`config.mk`:
```
export PLATFORM = sky130hd
export DESIGN_NAME = bwn_conv_ctrl
export DESIGN_NICKNAME = d
export VERILOG_FILES = /design/src/rtl/bwn_conv_pkg.sv /design/src/rtl/bwn_scan_cnt.sv /design/src/rtl/bwn_conv_ctrl.sv
export SDC_FILE = /design/constraint.sdc
export NUM_CORES = 1
export LEC_CHECK = 0
export CORE_ASPECT_RATIO = 1.5
export CORE_UTILIZATION = 31
export DETAILED_ROUTE_END_ITERATION = 10
export GPL_TIMING_DRIVEN = 1
export SLEW_MARGIN = 10
export SYNTH_ARGS = -nofsm -noshare
export SYNTH_HDL_FRONTEND = slang
export SYNTH_SLANG_ARGS = --single-unit
```
`constraint.sdc`:
```
create_clock -name iCLK -period 2.11 [get_ports iCLK]
set_input_delay 0.422 -clock iCLK [delete_from_list [all_inputs] [get_ports iCLK]]
set_output_delay 0.422 -clock iCLK [all_outputs]
set_load 0.02 [all_outputs]
```
`src/rtl/bwn_conv_pkg.sv`:
```
// Shared types and constants for the binary-weight 3x3 convolution sequencer.
package bwn_conv_pkg;

    typedef enum logic [2:0] {
        IDLE   = 3'd0,
        WLOAD  = 3'd1,
        WLATCH = 3'd2,
        STREAM = 3'd3,
        FLUSH  = 3'd4,
        NEXT   = 3'd5
    } conv_state_e;

    localparam int CONV_PIPE_LAT = 3;
    localparam int KERNEL        = 3;
    localparam int BWN_W_BITS    = 9;

    function automatic int clog2_min1(input int value);
        return (value > 1) ? $clog2(value) : 1;
    endfunction

endpackage

```
`src/rtl/bwn_scan_cnt.sv`:
```
// Raster row/col/address counter for one feature-map pass; wraps to zero after the last pixel.
module bwn_scan_cnt #(
    parameter int IMG_W  = 20,
    parameter int IMG_H  = 20,
    parameter int ROW_W  = 5,
    parameter int COL_W  = 5,
    parameter int ADDR_W = 9
) (
    input  logic              clk_i,
    input  logic              rst_ni,
    input  logic              clr_i,
    input  logic              en_i,
    output logic [ROW_W-1:0]  row_o,
    output logic [COL_W-1:0]  col_o,
    output logic [ADDR_W-1:0] addr_o,
    output logic              last_o
);

    logic [ROW_W-1:0]  row_q,  row_d;
    logic [COL_W-1:0]  col_q,  col_d;
    logic [ADDR_W-1:0] addr_q, addr_d;
    logic              col_wrap_s;
    logic              last_s;

    assign col_wrap_s = (col_q == COL_W'(IMG_W - 1));
    assign last_s     = col_wrap_s && (row_q == ROW_W'(IMG_H - 1));

    always_comb begin
        row_d  = row_q;
        col_d  = col_q;
        addr_d = addr_q;
        if (clr_i || (en_i && last_s)) begin
            row_d  = '0;
            col_d  = '0;
            addr_d = '0;
        end else if (en_i) begin
            addr_d = addr_q + ADDR_W'(1);
            if (col_wrap_s) begin
                col_d = '0;
                row_d = row_q + ROW_W'(1);
            end else begin
                col_d = col_q + COL_W'(1);
            end
        end else begin
            addr_d = addr_q;
        end
    end

    always_ff @(posedge clk_i) begin
        if (!rst_ni) begin
            row_q  <= '0;
            col_q  <= '0;
            addr_q <= '0;
        end else begin
            row_q  <= row_d;
            col_q  <= col_d;
            addr_q <= addr_d;
        end
    end

    assign row_o  = row_q;
    assign col_o  = col_q;
    assign addr_o = addr_q;
    assign last_o = last_s;

endmodule

```
`src/rtl/bwn_conv_ctrl.sv`:
```
// Frame sequencer for the BWN 3x3 conv datapath: weight fetch, raster pixel reads, result tagging.
// Build option BWN_CONV_CTRL_STRIDE2_EN keeps only even-offset windows (stride-2 output grid).
module bwn_conv_ctrl
    import bwn_conv_pkg::*;
#(
    parameter int WL     = 8,
    parameter int IMG_W  = 20,
    parameter int IMG_H  = 20,
    parameter int NUM_CH = 8,
    parameter int PIX_AW = $clog2(IMG_W * IMG_H),
    parameter int CH_W   = clog2_min1(NUM_CH),
    parameter int OROW_W = clog2_min1(IMG_H - 2),
    parameter int OCOL_W = clog2_min1(IMG_W - 2)
) (
    input  logic                  iCLK,
    input  logic                  iRST,
    input  logic                  iSTART,
    output logic                  oBUSY,
    output logic                  oDONE,
    output logic [PIX_AW-1:0]     oPIX_ADDR,
    output logic                  oPIX_RD,
    output logic [CH_W-1:0]       oW_ADDR,
    output logic                  oW_RD,
    input  logic [BWN_W_BITS-1:0] iW_DATA,
    output logic                  oCONV_START,
    output logic [BWN_W_BITS-1:0] oCONV_WEIGHT,
    output logic                  oOUT_VALID,
    output logic [CH_W-1:0]       oOUT_CH,
    output logic [OROW_W-1:0]     oOUT_ROW,
    output logic [OCOL_W-1:0]     oOUT_COL
);

    localparam int R_W     = clog2_min1(IMG_H);
    localparam int C_W     = clog2_min1(IMG_W);
    localparam int FLUSH_W = clog2_min1(CONV_PIPE_LAT);

    if ((WL < 1) || (IMG_W < KERNEL) || (IMG_H < KERNEL) || (NUM_CH < 1)) begin : g_bad_cfg
        $error("bwn_conv_ctrl: unsupported configuration");
    end

    typedef struct packed {
        logic              valid;
        logic [CH_W-1:0]   ch;
        logic [OROW_W-1:0] row;
        logic [OCOL_W-1:0] col;
    } tag_t;

    conv_state_e           state_q, state_d;
    logic [CH_W-1:0]       ch_q, ch_d;
    logic [FLUSH_W-1:0]    flush_q, flush_d;
    logic                  busy_q, busy_d;
    logic                  done_q, done_d;
    logic                  w_rd_q, w_rd_d;
    logic                  pix_rd_q, pix_rd_d;
    logic                  start_q, start_d;
    logic [BWN_W_BITS-1:0] weight_q, weight_d;
    logic                  scan_clr_s, scan_en_s, scan_last_s;
    logic [R_W-1:0]        row_s, row_off_s;
    logic [C_W-1:0]        col_s, col_off_s;
    logic [PIX_AW-1:0]     addr_s;
    tag_t                  tag_d;
    tag_t                  pipe_q [CONV_PIPE_LAT];

    bwn_scan_cnt #(
        .IMG_W  (IMG_W),
        .IMG_H  (IMG_H),
        .ROW_W  (R_W),
        .COL_W  (C_W),
        .ADDR_W (PIX_AW)
    ) u_scan (
        .clk_i  (iCLK),
        .rst_ni (iRST),
        .clr_i  (scan_clr_s),
        .en_i   (scan_en_s),
        .row_o  (row_s),
        .col_o  (col_s),
        .addr_o (addr_s),
        .last_o (scan_last_s)
    );

    // Next-state and registered-output decode; outputs are set on the transition into a state.
    always_comb begin
        state_d    = state_q;
        ch_d       = ch_q;
        flush_d    = flush_q;
        busy_d     = busy_q;
        done_d     = 1'b0;
        w_rd_d     = 1'b0;
        start_d    = start_q;
        weight_d   = weight_q;
        scan_clr_s = 1'b0;
        scan_en_s  = 1'b0;
        case (state_q)
            IDLE: begin
                if (iSTART) begin
                    state_d = WLOAD;
                    ch_d    = '0;
                    busy_d  = 1'b1;
                    w_rd_d  = 1'b1;
                end else begin
                    state_d = IDLE;
                end
            end
            WLOAD: begin
                state_d = WLATCH;
            end
            WLATCH: begin
                weight_d   = iW_DATA;
                start_d    = 1'b1;
                scan_clr_s = 1'b1;
                state_d    = STREAM;
            end
            STREAM: begin
                scan_en_s = 1'b1;
                if (scan_last_s) begin
                    state_d = FLUSH;
                    flush_d = '0;
                end else begin
                    state_d = STREAM;
                end
            end
            FLUSH: begin
                if (flush_q == FLUSH_W'(CONV_PIPE_LAT - 1)) begin
                    state_d = NEXT;
                    if (ch_q == CH_W'(NUM_CH - 1)) begin
                        done_d  = 1'b1;
                        busy_d  = 1'b0;
                        start_d = 1'b0;
                    end else begin
                        done_d = 1'b0;
                    end
                end else begin
                    flush_d = flush_q + FLUSH_W'(1);
                end
            end
            NEXT: begin
                if (ch_q == CH_W'(NUM_CH - 1)) begin
                    state_d = IDLE;
                end else begin
                    ch_d    = ch_q + CH_W'(1);
                    w_rd_d  = 1'b1;
                    state_d = WLOAD;
                end
            end
            default: begin
                state_d = IDLE;
                busy_d  = 1'b0;
                start_d = 1'b0;
            end
        endcase
        pix_rd_d = (state_d == STREAM);
    end

    // FSM state and registered control outputs.
    always_ff @(posedge iCLK) begin
        if (!iRST) begin
            state_q  <= IDLE;
            ch_q     <= '0;
            flush_q  <= '0;
            busy_q   <= 1'b0;
            done_q   <= 1'b0;
            w_rd_q   <= 1'b0;
            pix_rd_q <= 1'b0;
            start_q  <= 1'b0;
            weight_q <= '0;
        end else begin
            state_q  <= state_d;
            ch_q     <= ch_d;
            flush_q  <= flush_d;
            busy_q   <= busy_d;
            done_q   <= done_d;
            w_rd_q   <= w_rd_d;
            pix_rd_q <= pix_rd_d;
            start_q  <= start_d;
            weight_q <= weight_d;
        end
    end

    // Windows whose bottom-right pixel lies at r>=2, c>=2 are complete and belong to this pass.
    always_comb begin
        tag_d     = '0;
        row_off_s = row_s - R_W'(KERNEL - 1);
        col_off_s = col_s - C_W'(KERNEL - 1);
        if ((state_q == STREAM) && (row_s >= R_W'(KERNEL - 1)) && (col_s >= C_W'(KERNEL - 1))) begin
`ifdef BWN_CONV_CTRL_STRIDE2_EN
            tag_d.valid = !row_off_s[0] && !col_off_s[0];
            tag_d.row   = tag_d.valid ? OROW_W'(row_off_s >> 1) : '0;
            tag_d.col   = tag_d.valid ? OCOL_W'(col_off_s >> 1) : '0;
`else
            tag_d.valid = 1'b1;
            tag_d.row   = OROW_W'(row_off_s);
            tag_d.col   = OCOL_W'(col_off_s);
`endif
            tag_d.ch    = tag_d.valid ? ch_q : '0;
        end else begin
            tag_d = '0;
        end
    end

    // Tag pipeline matching RAM latency, window register and output register.
    always_ff @(posedge iCLK) begin
        if (!iRST) begin
            for (int i = 0; i < CONV_PIPE_LAT; i++) begin
                pipe_q[i] <= '0;
            end
        end else begin
            pipe_q[0] <= tag_d;
            for (int i = 1; i < CONV_PIPE_LAT; i++) begin
                pipe_q[i] <= pipe_q[i-1];
            end
        end
    end

    assign oBUSY        = busy_q;
    assign oDONE        = done_q;
    assign oPIX_ADDR    = addr_s;
    assign oPIX_RD      = pix_rd_q;
    assign oW_ADDR      = ch_q;
    assign oW_RD        = w_rd_q;
    assign oCONV_START  = start_q;
    assign oCONV_WEIGHT = weight_q;
    assign oOUT_VALID   = pipe_q[CONV_PIPE_LAT-1].valid;
    assign oOUT_CH      = pipe_q[CONV_PIPE_LAT-1].ch;
    assign oOUT_ROW     = pipe_q[CONV_PIPE_LAT-1].row;
    assign oOUT_COL     = pipe_q[CONV_PIPE_LAT-1].col;

endmodule

```
# Yosys cells after proc, flatten, opt, wreduce, memory -nomap -nowiden
# Memories as Yosys holds them, arrays and structs flattened.
# Cells that the tools add are included.
word_totals:
  regBits: 41
  latch_bits: 0
  ram_bits: 42
  romBits: 0
  input_bits: 12
  out_inout_bits: 40
  wordCells: 90
  n_memories: 1
op_classes:
  add_sub_neg: 7
  multipliers: 0
  div_mod_pow: 0
  order_cmp: 2
  eq_ne: 16
  shift: 0
  muxes: 29
  n_bitwise: 6
  reduce_logical: 17
memory_table:
  columns: ["name", "depth", "word_bits", "read_ports", "rd_clocked_by_memory_dff", "wr", "line", "source"]
  rows:
  - ["pipe_q", 3, 14, 3, 0, 3, "bwn_conv_ctrl.sv:62", "tag_t pipe_q [CONV_PIPE_LAT];"]
ops:
  columns: ["cell", "count"]
  rows:
  - ["$mux W14", 4]
  - ["$pmux W3 S6", 1]
  - ["$mux W1", 12]
  - ["$mux W3", 4]
  - ["$reduce_and A3 Y1", 4]
  - ["$add A5 B1 Y5 const B", 2]
  - ["$eq A5 B5 Y1 const B", 2]
  - ["$ge A5 B2 Y1 const B", 2]
  - ["$ne A2 B2 Y1 const B", 5]
  - ["$sub A5 B2 Y5 const B", 2]
  - ["$add A9 B1 Y9 const B", 1]
  - ["$eq A3 B2 Y1 const B", 3]
  - ["$eq A3 B3 Y1 const B", 3]
  - ["$reduce_or A4 Y1", 2]
  - ["$pmux W1 S3", 2]
  - ["$pmux W3 S2", 1]
  - ["$mux W5", 1]
  - ["$logic_and A1 B1 Y1", 4]
  - ["$mux W2", 2]
  - ["$pmux W2 S2", 1]
  - ["$reduce_and A4 Y1", 1]
  - ["$reduce_bool A2 Y1", 2]
  - ["$add A3 B1 Y3 const B", 1]
  - ["$eq A3 B1 Y1 const B", 1]
  - ["other kinds (10)", 14]

# Logic depth before layout (Yosys ltp)
# Gate-level depths: netlist of run 1.
logic_depth:
  ltp_word: 5
  mapped_depth: 7
  mapped_depth_nobuf: 7

# Modules after synthesis
# A second synthesis of run 1 with hierarchy kept.
unflattened:
  cells_unflattened: 329
  hier_area_um2: 3205.6
by_module_without_submodules:
  columns: ["mod", "n_inst", "cells_each", "area_each_um2", "seq_area_each_um2"]
  rows:
  - ["bwn_conv_ctrl", 1, 220, 2263.4, 1281.2]
  - ["bwn_scan_cnt", 1, 109, 942.2, 380.4]

# Least setup slack after synthesis of run 1
# Ideal clock, no wire load.
synth_path:
  path_type: "register -> register"
  start: "register ch_q[0] (netlist: oW_ADDR[0])"
  end: "register state_q[0]"
  setup_ns: 0.128
  arrival_ns: 1.472
  t_required_ns: 1.982
  slack_ns: 0.510
  stages_incl_launch_ff: 7
  n_path_buf: 0
  period_less_slack_ns: 1.600
  cell_sequence: "dfxtp_1 -> ha_1 -> ha_1 -> and3b_1 -> o21ai_1 -> o21a_1 -> a221oi_1"
synth_between:
  elab_chain_cells: 3
synth_rtl:
  columns: ["item", "line", "source"]
  rows:
  - ["from (decl)", "bwn_conv_ctrl.sv:49", "logic [CH_W-1:0] ch_q, ch_d;"]
  - ["from (signal assigned)", "bwn_conv_ctrl.sv:168", "ch_q <= ch_d;"]
  - ["$eq A3 B3 Y1", "bwn_conv_ctrl.sv:137", "if (ch_q == CH_W'(NUM_CH - 1)) begin"]
  - ["$mux W1", "bwn_conv_ctrl.sv:137", null]
  - ["$pmux W3 S6", "bwn_conv_ctrl.sv:93", "case (state_q)"]
  - ["to (signal assigned)", "bwn_conv_ctrl.sv:167", "state_q <= state_d;"]
  - ["to (decl)", "bwn_conv_ctrl.sv:48", "conv_state_e state_q, state_d;"]
# No other way between the ends.
# A chain may end at the register's enable or synchronous reset.

# Worst setup path in the final report of run 1
layout_path:
  start: "register u_scan.addr_q[4] (netlist: u_scan.addr_o[4])"
  end: "output oPIX_ADDR[4]"
layout_lines:
  columns: ["item", "line", "source"]
  rows:
  - ["from (decl)", "bwn_scan_cnt.sv:21", "logic [ADDR_W-1:0] addr_q, addr_d;"]
  - ["from (signal assigned)", "bwn_scan_cnt.sv:57", "addr_q <= addr_d;"]
  - ["to (decl)", "bwn_conv_ctrl.sv:20", "output logic [PIX_AW-1:0] oPIX_ADDR,"]
# No word-level cell between the ends.

==> flow_summary.toml, run 1 <==
[grt]
grt_first_pass_wirelength_mm = 9.004
grt_overflow = 0
antenna_found_initial = 0
grt_pass1_vias = 2015
global_route.usage.total_pct = 10.62
grt_start_max_net_pins = 28

[setup_path]
rr_startpoint = "u_scan.col_o[1]$_SDFFE_PP0N_"
path_cells = "clkdlybuf4s50_1"
critPathKind = "flip-flop to output port"
setup.worst_path.end_class = "output port"
crit_buf_inv = 1
cp.required_ps = 1690
timing.rr.end = "u_scan.row_o[0]$_SDFFE_PP0P_"
reg2reg_depth = 6
critPathSlowestCell = "clkdlybuf4s50_1"
path_max_fanout = 6
cp-start-kind = "flip-flop"
cpPeakStageDelay_ps = 650
ff2ff_setup_slack_ps = 400
critical_path_arrival_ps = 1400
crit_family = "buffers and inverters"

[power]
vdd.ir_drop.worst_mv = 0.4552
leakagePower_nw = 1.534
powerDensity_mw_per_mm2 = 829.3
total_power_w = 0.003285

[place]
dpl.hpwl_mm = 3.652
place_area_sq_mm = 0.003677
port_buffers = 51
gp_congestion = 0.7972

[timing]
tns_ps = 0
finalSetupViolCount = 0
worst_pin_slew_ps = 450.6
skew_ps = 3.834
hold_violations = 0
slew_violations = 0
max_freq_ghz = 0.5491
timing.final.crit_share_pct = 86.31
min_period_ps = 1821
rsz0062_at_grt = "no"
relSlewSlack_pct = 69.68

[routing]
wl_mm = 5.282
remaining_drc_errors = 9
vias = 2138
wire_per_inst_um = 11.07
drtPass1Iterations = 7
drt_iter0_drc = 88
postRouteAntennaNets = 0
via_per_inst = 4.482

[floorplan]
die_x_um = 84.25
core_area_sq_mm = 0.009744
ios = 52
die_y_um = 125.4
start_util_pct = 32.28
die_area_sq_mm = 0.01056
std_cell_rows = 44

[layout]
stdcell_area_sq_mm = 0.003961
syn_to_final_growth_pct = 25.93
nFillCells = 934
final_core_util_pct = 40.65
antenna_cells = 0
num-nets-final = 382
ff_latch_area_sq_mm = 0.001662
drive_gt1_share_pct = 7.182
final_cell_mix = "83 x dfxtp_1, 51 x clkdlybuf4s50_1, 49 x nor2_1"
multiInputGateArea_sq_mm = 0.001252
mostFrequentLayoutCell = "dfxtp_1"

[hold_path]
worstHoldPathType = "flip-flop to flip-flop"
hold_path.startpoint = "pipe_q[0][26]$_SDFF_PN0_"
hold_depth = 1
hold_end = "pipe_q[0][40]$_SDFF_PN0_"

[status]
status = "finished with violations"
violations = "DRC"

[clock_network]
root_buffer = "clkbuf_16"
cts_tree = "yes"
cts_hold_buffers = 0
ctsResizeCount = 0
clkSlewWorstSetupHoldPaths_ps = 60
h-tree-depth = 3
clock_latency_ps = 320
clock-sinks = 83
cts_buffers = 9
cts_setup_buffers = 0
clockBufferDepth = 2

[synth]
synthFlopType = "dfxtp_1"
syn_inst = 316
ys_warn_count = 0
yosysUniqueCellTypes = 42
synth_area_per_cell_sq_um = 9.954
synthesis.nets = 340
synth-seq-cells = 83
synth_area_sq_mm = 0.003146
synth.yosys.seq_area_share_pct = 52.82
synth_edf_count = 0
synthArstFlopShare_pct = 0

[run]
drv_cap = 0
[cells by family after synthesis]
| group | Yosys count | share of synthesized area, % |
|---|---|---|
| compound gates | 24 | 5.250 |
| xor+xnor | 15 | 4.176 |
| fa+ha+maj | 12 | 4.773 |
| buf+inv | 41 | 7.358 |
| flops | 83 | 52.82 |
| mux | 12 | 3.819 |
| simple gates | 129 | 21.80 |
[metal layers]
| metal | global-route usage (%) | wire length [um] | part of all wire, % |
|---|---|---|---|
| met4 | 5.781 | 141 | 2.7 |
| met2 | 18.27 | 2571 | 49 |
| met1 | 12.12 | 2389 | 45 |
| met3 | 2.376 | 179 | 3.4 |
| met5 | 0 | 0 | 0 |
[cell usage after synthesis (all sizes together) (6+ instances only)]
cell    number  area, sq um
dfxtp       83         1662
nor2        50        195.2
and2        33        206.5
buf         22        160.2
ha          12        150.1
inv         12        45.04
mux2i       12        120.1
xnor2       10        87.58
a21oi        7        38.79
nand2        7        26.28
nand3        7        35.03
clkbuf       6        22.52
nor3         6        30.03
[how the worst max path moves through the flow]
stage,from,to,cells past startpoint
2_1_floorplan,oW_ADDR[0]$_SDFFE_PN0P_,state_q[0]$_SDFF_PN0_,6
3_3_place_gp,iRST,flush_q[1]$_SDFFE_PN0P_,3
6_report,u_scan.addr_o[4]$_SDFFE_PP0N_,oPIX_ADDR[4],1
3_5_place_dp,iRST,flush_q[1]$_SDFFE_PN0P_,3
4_1_cts,u_scan.addr_o[4]$_SDFFE_PP0N_,oPIX_ADDR[4],1
5_1_grt,u_scan.col_o[1]$_SDFFE_PP0N_,u_scan.row_o[4]$_SDFFE_PP0P_,6
[state kept, by name (all words and copies together), names as in the netlist, 2 cells and up]
signal         count
state_q            3
u_scan.addr_o      9
oW_ADDR            3
u_scan.col_o       5
oCONV_WEIGHT       9
pipe_q            42
u_scan.row_o       5
flush_q            2
[cell type report]
class | count | area share, %
tap | 115 | 3.632
clock buffer | 10 | 5.780
clock inverter | 5 | 1.390
timing repair buffer | 59 | 14.40
sequential | 83 | 41.95
inverter | 13 | 1.232
multi-input combinational | 192 | 31.62
[metrics by stage]
step                      hold WS (ps)  std cells  setup WS [ps]
after detailed placement         416.9        462          243.5
after global routing             440.8        477          244.9
final                            426.1        477          288.9
after floorplan                  411.9        316          510.5
after CTS                        427.7        477          286.4
after global placement           413.9        462          344.5
[power by group]
group / internal [W] / total [W] / switching, W
sequential: 0.00159 / 0.00161 / 0.0000246
combinational: 0.0000867 / 0.000185 / 0.0000980
clock: 0.000905 / 0.00149 / 0.000581
No activity file was read; power rests on OpenSTA's default activity.
==> inputs of run 2 (changes only) <==
--- a/config.mk
+++ b/config.mk
@@ -7,6 +7,8 @@
 export LEC_CHECK = 0
 export CORE_ASPECT_RATIO = 1.5
 export CORE_UTILIZATION = 31
+export CTS_BUF_LIST = sky130_fd_sc_hd__clkbuf_4
+export CTS_CLUSTER_DIAMETER = 150
 export DETAILED_ROUTE_END_ITERATION = 10
 export GPL_TIMING_DRIVEN = 1
 export SLEW_MARGIN = 10
==> run 2 against run 1 <==
  * The flow still finishes with violations (DRC)
  * Cell area is 3.9% lower
  * Wire length fell by 0.85%
  * Register-to-register slack about the same
  * Global-route usage increased by 0.17 points
  * First-iteration DRC count rose by 10%
  * Utilization is 1.6 points lower
  * Maximum frequency down 5.1%
  * Largest power group unchanged
  * Highest routed layer unchanged
==> flow_summary.toml, run 2 (same netlist as run 1, synthesis figures left out) <==
[floorplan]
ios = 52
std_cell_rows = 44
core_area_sq_mm = 0.009744
start_util_pct = 32.28
die_x_um = 84.25
die_y_um = 125.4
die_area_sq_mm = 0.01056

[layout]
syn_to_final_growth_pct = 21.04
nFillCells = 962
stdcell_area_sq_mm = 0.003807
largest_reg_flops = 42
num-nets-final = 382
antenna_cells = 0
final_cell_mix = "83 x dfxtp_1, 51 x clkdlybuf4s50_1, 49 x nor2_1"
regMostFlops = "pipe_q"
drive_gt1_share_pct = 7.459
mostFrequentLayoutCell = "dfxtp_1"

[grt]
grt_overflow = 0
grt_start_max_net_pins = 28
grt_pass1_vias = 2002
grt_first_pass_wirelength_mm = 8.983
global_route.usage.total_pct = 10.79
antenna_found_initial = 0

[setup_path]
cp-start-kind = "flip-flop"
critPathKind = "flip-flop to output port"
setup.worst_path.end_class = "output port"
cp.required_ps = 1690
crit_buf_inv = 1
reg2reg_depth = 6
critical_path_arrival_ps = 1500
path_max_fanout = 6
cpPeakStageDelay_ps = 650
worstSetupPathDepth = 1
crit_family = "buffers and inverters"
path_cells = "clkdlybuf4s50_1"
critPathSlowestCell = "clkdlybuf4s50_1"

[clock_network]
clock_latency_ps = 410
clkSlewWorstSetupHoldPaths_ps = 120
cts_hold_buffers = 0
cts_buffers = 9
h-tree-depth = 3
clock-sinks = 83
ctsResizeCount = 0
root_buffer = "clkbuf_4"
cts_setup_buffers = 0
clockBufferDepth = 2
cts_tree = "yes"

[timing]
tns_ps = 0
max_freq_ghz = 0.5211
relSlewSlack_pct = 69.77
slew_violations = 0
worst_pin_slew_ps = 449.3
rsz0062_at_grt = "no"
finalSetupViolCount = 0
hold_violations = 0
min_period_ps = 1919
timing.final.crit_share_pct = 90.95
skew_ps = 10.28

[routing]
via_per_inst = 4.451
wl_mm = 5.237
highest_layer = "met4"
drtPass1Iterations = 7
wl_met3_um = 176
wire_per_inst_um = 10.98
route.met2.wl_mm = 2.584
vias = 2123
wl_met1_mm = 2.328
postRouteAntennaNets = 0
drt_iter0_drc = 97
remaining_drc_errors = 9

[place]
port_buffers = 51
dpl.hpwl_mm = 3.652
place_area_sq_mm = 0.003677
gp_congestion = 0.7972

[status]
violations = "DRC"
status = "finished with violations"

[power]
leakagePower_nw = 1.468
vdd.ir_drop.worst_mv = 0.3570
powerDensity_mw_per_mm2 = 701.9

[hold_path]
worstHoldPathType = "flip-flop to flip-flop"
hold_depth = 1

[run]
drv_cap = 0
run 2: layout make-up:
type	instances	area (sq um)	share of cell area, %
Sequential cell	83	1662	43.64
Multi-Input combinational cell	192	1252	32.90
Timing Repair Buffer	59	570.5	14.99
Tap cell	115	143.9	3.779
Clock buffer	10	75.07	1.972
Clock inverter	5	55.05	1.446
Inverter	13	48.80	1.282
run 2: per-stage QoR:
| stage | std cells | power (W) | hold slack, ps | setup WS (ps) | util (%) |
|---|---|---|---|---|---|
| 2_1_floorplan | 316 | 0.001758 | 411.9 | 510.5 | - |
| 3_3_place_gp | 462 | 0.001834 | 413.9 | 344.5 | 37.74 |
| 3_5_place_dp | 462 | 0.001837 | 416.9 | 243.5 | 37.74 |
| 4_1_cts | 477 | 0.002716 | 437.5 | 155.6 | 39.07 |
| 5_1_grt | 477 | 0.002811 | 451.5 | 109.7 | 39.07 |
| 6_report | 477 | 0.002672 | 438.9 | 191.0 | 39.07 |
run 2: routing by layer:
| metal | track usage [%] | vias up |
|---|---|---|
| li1 | - | 1107 |
| met1 | 11.95 | 959 |
| met2 | 18.32 | 47 |
| met3 | 2.178 | 10 |
| met4 | 7.606 | 0 |
| met5 | 0 | - |
run 2: final timing paths:
path                                               startpoint                      endpoint  slack (ps)
worst max-delay path            u_scan.addr_o[4]$_SDFFE_PP0N_                  oPIX_ADDR[4]         190
worst min-delay path                 pipe_q[0][26]$_SDFF_PN0_      pipe_q[0][40]$_SDFF_PN0_         440
worst max register to register   u_scan.col_o[1]$_SDFFE_PP0N_  u_scan.row_o[0]$_SDFFE_PP0P_         390
worst min register to register       pipe_q[0][26]$_SDFF_PN0_      pipe_q[0][40]$_SDFF_PN0_         440
run 2: power by group:
part           leakage (nW)  total [W]  internal, W  switching [W]
Sequential            0.670    0.00161      0.00159      0.0000244
Combinational         0.730   0.000185    0.0000867      0.0000980
Clock                0.0683   0.000874     0.000364       0.000510
==> inputs of run 3 (changes only) <==
--- a/config.mk
+++ b/config.mk
@@ -5,13 +5,17 @@
 export SDC_FILE = /design/constraint.sdc
 export NUM_CORES = 1
 export LEC_CHECK = 0
-export CORE_ASPECT_RATIO = 1.5
+export CELL_PAD_IN_SITES_DETAIL_PLACEMENT = 1
+export CELL_PAD_IN_SITES_GLOBAL_PLACEMENT = 2
+export CORE_ASPECT_RATIO = 1.2
 export CORE_UTILIZATION = 31
 export CTS_BUF_LIST = sky130_fd_sc_hd__clkbuf_4
 export CTS_CLUSTER_DIAMETER = 150
 export DETAILED_ROUTE_END_ITERATION = 10
 export GPL_TIMING_DRIVEN = 1
+export PLACE_DENSITY_LB_ADDON = 0.1
 export SLEW_MARGIN = 10
 export SYNTH_ARGS = -nofsm -noshare
 export SYNTH_HDL_FRONTEND = slang
+export SYNTH_HIERARCHICAL = 1
 export SYNTH_SLANG_ARGS = --single-unit
==> run 3 against run 2 <==
  * The flow now finishes without violations
  * Utilization increased by 0.25 points
  * Wire length increased by 23%
  * Count of clock-buffer cells in the layout decreased by 1
  * Critical path type unchanged
  * Critical endpoint unchanged
==> flow_summary.toml, run 3 <==
[routing]
postRouteAntennaNets = 0
drt_iter0_drc = 60
wl_mm = 6.423
wire_per_inst_um = 12.67
drtPass1Iterations = 4
via_per_inst = 4.641
remaining_drc_errors = 0
vias = 2353

[clock_network]
cts_hold_buffers = 0
ctsResizeCount = 0
clock-sinks = 83
cts_tree = "yes"
clkSlewWorstSetupHoldPaths_ps = 130
h-tree-depth = 3
cts_buffers = 9
clockBufferDepth = 2
cts_setup_buffers = 0
root_buffer = "clkbuf_4"
clock_latency_ps = 420

[floorplan]
core_area_sq_mm = 0.01001
die_x_um = 94.83
ios = 52
die_area_sq_mm = 0.01075
std_cell_rows = 40
start_util_pct = 32.02
die_y_um = 113.4

[setup_path]
critical_path_arrival_ps = 1520
reg2reg_depth = 6
crit_buf_inv = 1
cpPeakStageDelay_ps = 650
setup.worst_path.end_class = "output port"
path_max_fanout = 6
crit_family = "buffers and inverters"
cp.required_ps = 1690
critPathSlowestCell = "clkdlybuf4s50_1"
worstSetupPathDepth = 1
path_cells = "clkdlybuf4s50_1"
rr_startpoint = "u_scan/col_o[1]$_SDFFE_PP0P_"
critPathKind = "flip-flop to output port"
ff2ff_setup_slack_ps = 220
timing.rr.end = "flush_q[1]$_SDFFE_PN0P_"
cp-start-kind = "flip-flop"

[grt]
grt_overflow = 0
antenna_found_initial = 1
global_route.usage.total_pct = 13.23
grt_start_max_net_pins = 36
grt_first_pass_wirelength_mm = 10.94
grt_pass1_vias = 2292

[timing]
whs_ps = 441.4
max_freq_ghz = 0.5139
setup_slack_ps = 163.9
worst_pin_slew_ps = 492.1
rsz0062_at_grt = "no"
min_period_ps = 1946
tns_ps = 0
relSlewSlack_pct = 66.75
skew_ps = 13.70
timing.final.crit_share_pct = 92.23
slew_violations = 0
finalSetupViolCount = 0
hold_violations = 0

[synth]
synth_area_sq_mm = 0.003206
synth.yosys.seq_area_share_pct = 51.83
ys_warn_count = 6
synth-seq-cells = 83
synthArstFlopShare_pct = 0
synth_area_leader_cell = "dfxtp_1"
synthFlopType = "dfxtp_1"
synthTopCellsByCount = "83 x dfxtp_1, 29 x nor2_1, 28 x and2_1"
synthesis.nets = 349
synthTopCellsByArea = "dfxtp_1 52%, and2_1 5.5%, mux2i_1 3.7%, buf_4 3.5%, nor2_1 3.4%"
synth_area_per_cell_sq_um = 9.743
synth_edf_count = 0
yosysMostFrequentCell = "dfxtp_1"
syn_inst = 329
synth_top_area_share_pct = 51.83
yosysUniqueCellTypes = 47

[layout]
syn_to_final_growth_pct = 22.79
nFillCells = 1160
regMostFlops = "pipe_q"
mostFrequentLayoutCell = "dfxtp_1"
largest_reg_flops = 42
stdcell_area_sq_mm = 0.003936
num-nets-final = 396
final_core_util_pct = 39.32
final_cell_mix = "83 x dfxtp_1, 51 x clkdlybuf4s50_1, 29 x nor2_1"
drive_gt1_share_pct = 8.684

[place]
place_area_sq_mm = 0.003809
place_ws_ps = 134.7
gp_congestion = 0.7009
dpl.hpwl_mm = 4.402
port_buffers = 51

[power]
leakagePower_nw = 1.448
vdd.ir_drop.worst_mv = 0.2516
powerDensity_mw_per_mm2 = 680.8

[status]
status = "finished, final reports clean"

[hold_path]
hold_end = "pipe_q[0][34]$_SDFF_PN0_"
worstHoldPathType = "flip-flop to flip-flop"
hold_depth = 1
hold_path.startpoint = "pipe_q[0][20]$_SDFF_PN0_"

[run]
drv_cap = 0
==> run 3: power breakdown <==
part | leakage (nW) | switching, W | internal, W | total (W)
sequential | 0.670 | 0.0000117 | 0.00159 | 0.00160
clock | 0.0629 | 0.000525 | 0.000345 | 0.000870
combinational | 0.715 | 0.000112 | 0.0000969 | 0.000209
total | 1.45 | 0.000649 | 0.00203 | 0.00268
==> run 3: kinds of logic after synthesis <==
kind of cell / after synthesis / synth area share, %
buffers and inverters: 43 / 6.987
xor gates and xnor gates: 7 / 1.913
DFF: 83 / 51.83
muxes: 12 / 3.747
AOI/OAI and AO/OA: 50 / 9.642
and+or+nand+nor: 126 / 22.76
adders and majority gates: 8 / 3.123
==> run 3: worst max-delay path by stage <==
stage	startpoint	end	slack [ps]
floorplan	u_scan/col_o[1]$_SDFFE_PP0P_	flush_q[1]$_SDFFE_PN0P_	320
global placement	iRST	u_scan/row_o[4]$_SDFFE_PP0P_	170
detailed placement	iRST	u_scan/row_o[4]$_SDFFE_PP0P_	130
CTS	u_scan/addr_o[4]$_SDFFE_PP0P_	oPIX_ADDR[4]	120
global route	u_scan/addr_o[4]$_SDFFE_PP0P_	oPIX_ADDR[4]	50
finish	u_scan/addr_o[4]$_SDFFE_PP0P_	oPIX_ADDR[4]	160
==> run 3: through the flow <==
stage	total power (W)	std cells
global route	0.002835	507
detailed placement	0.001850	491
global placement	0.001849	491
floorplan	0.001750	329
finish	0.002680	507
CTS	0.002732	506
==> run 3: layout make-up <==
| cell class | count | area (sq um) | share of cell area, % |
|---|---|---|---|
| Antenna cell | 1 | 2.502 | 0.06357 |
| Multi-Input combinational cell | 203 | 1325 | 33.66 |
| Inverter | 15 | 56.30 | 1.430 |
| Clock buffer | 9 | 67.56 | 1.716 |
| Clock inverter | 6 | 57.56 | 1.462 |
| Sequential cell | 83 | 1662 | 42.21 |
| Tap cell | 126 | 157.7 | 4.005 |
| Timing Repair Buffer | 64 | 608.1 | 15.45 |
==> run 3: layer usage <==
metal,vias to the layer above,wire length [um],GRT usage (%)
met5,-,0,0
met1,1117,3034,15.82
met2,34,3032,21.39
met3,8,235,3.667
li1,1194,-,-
met4,0,120,6.970
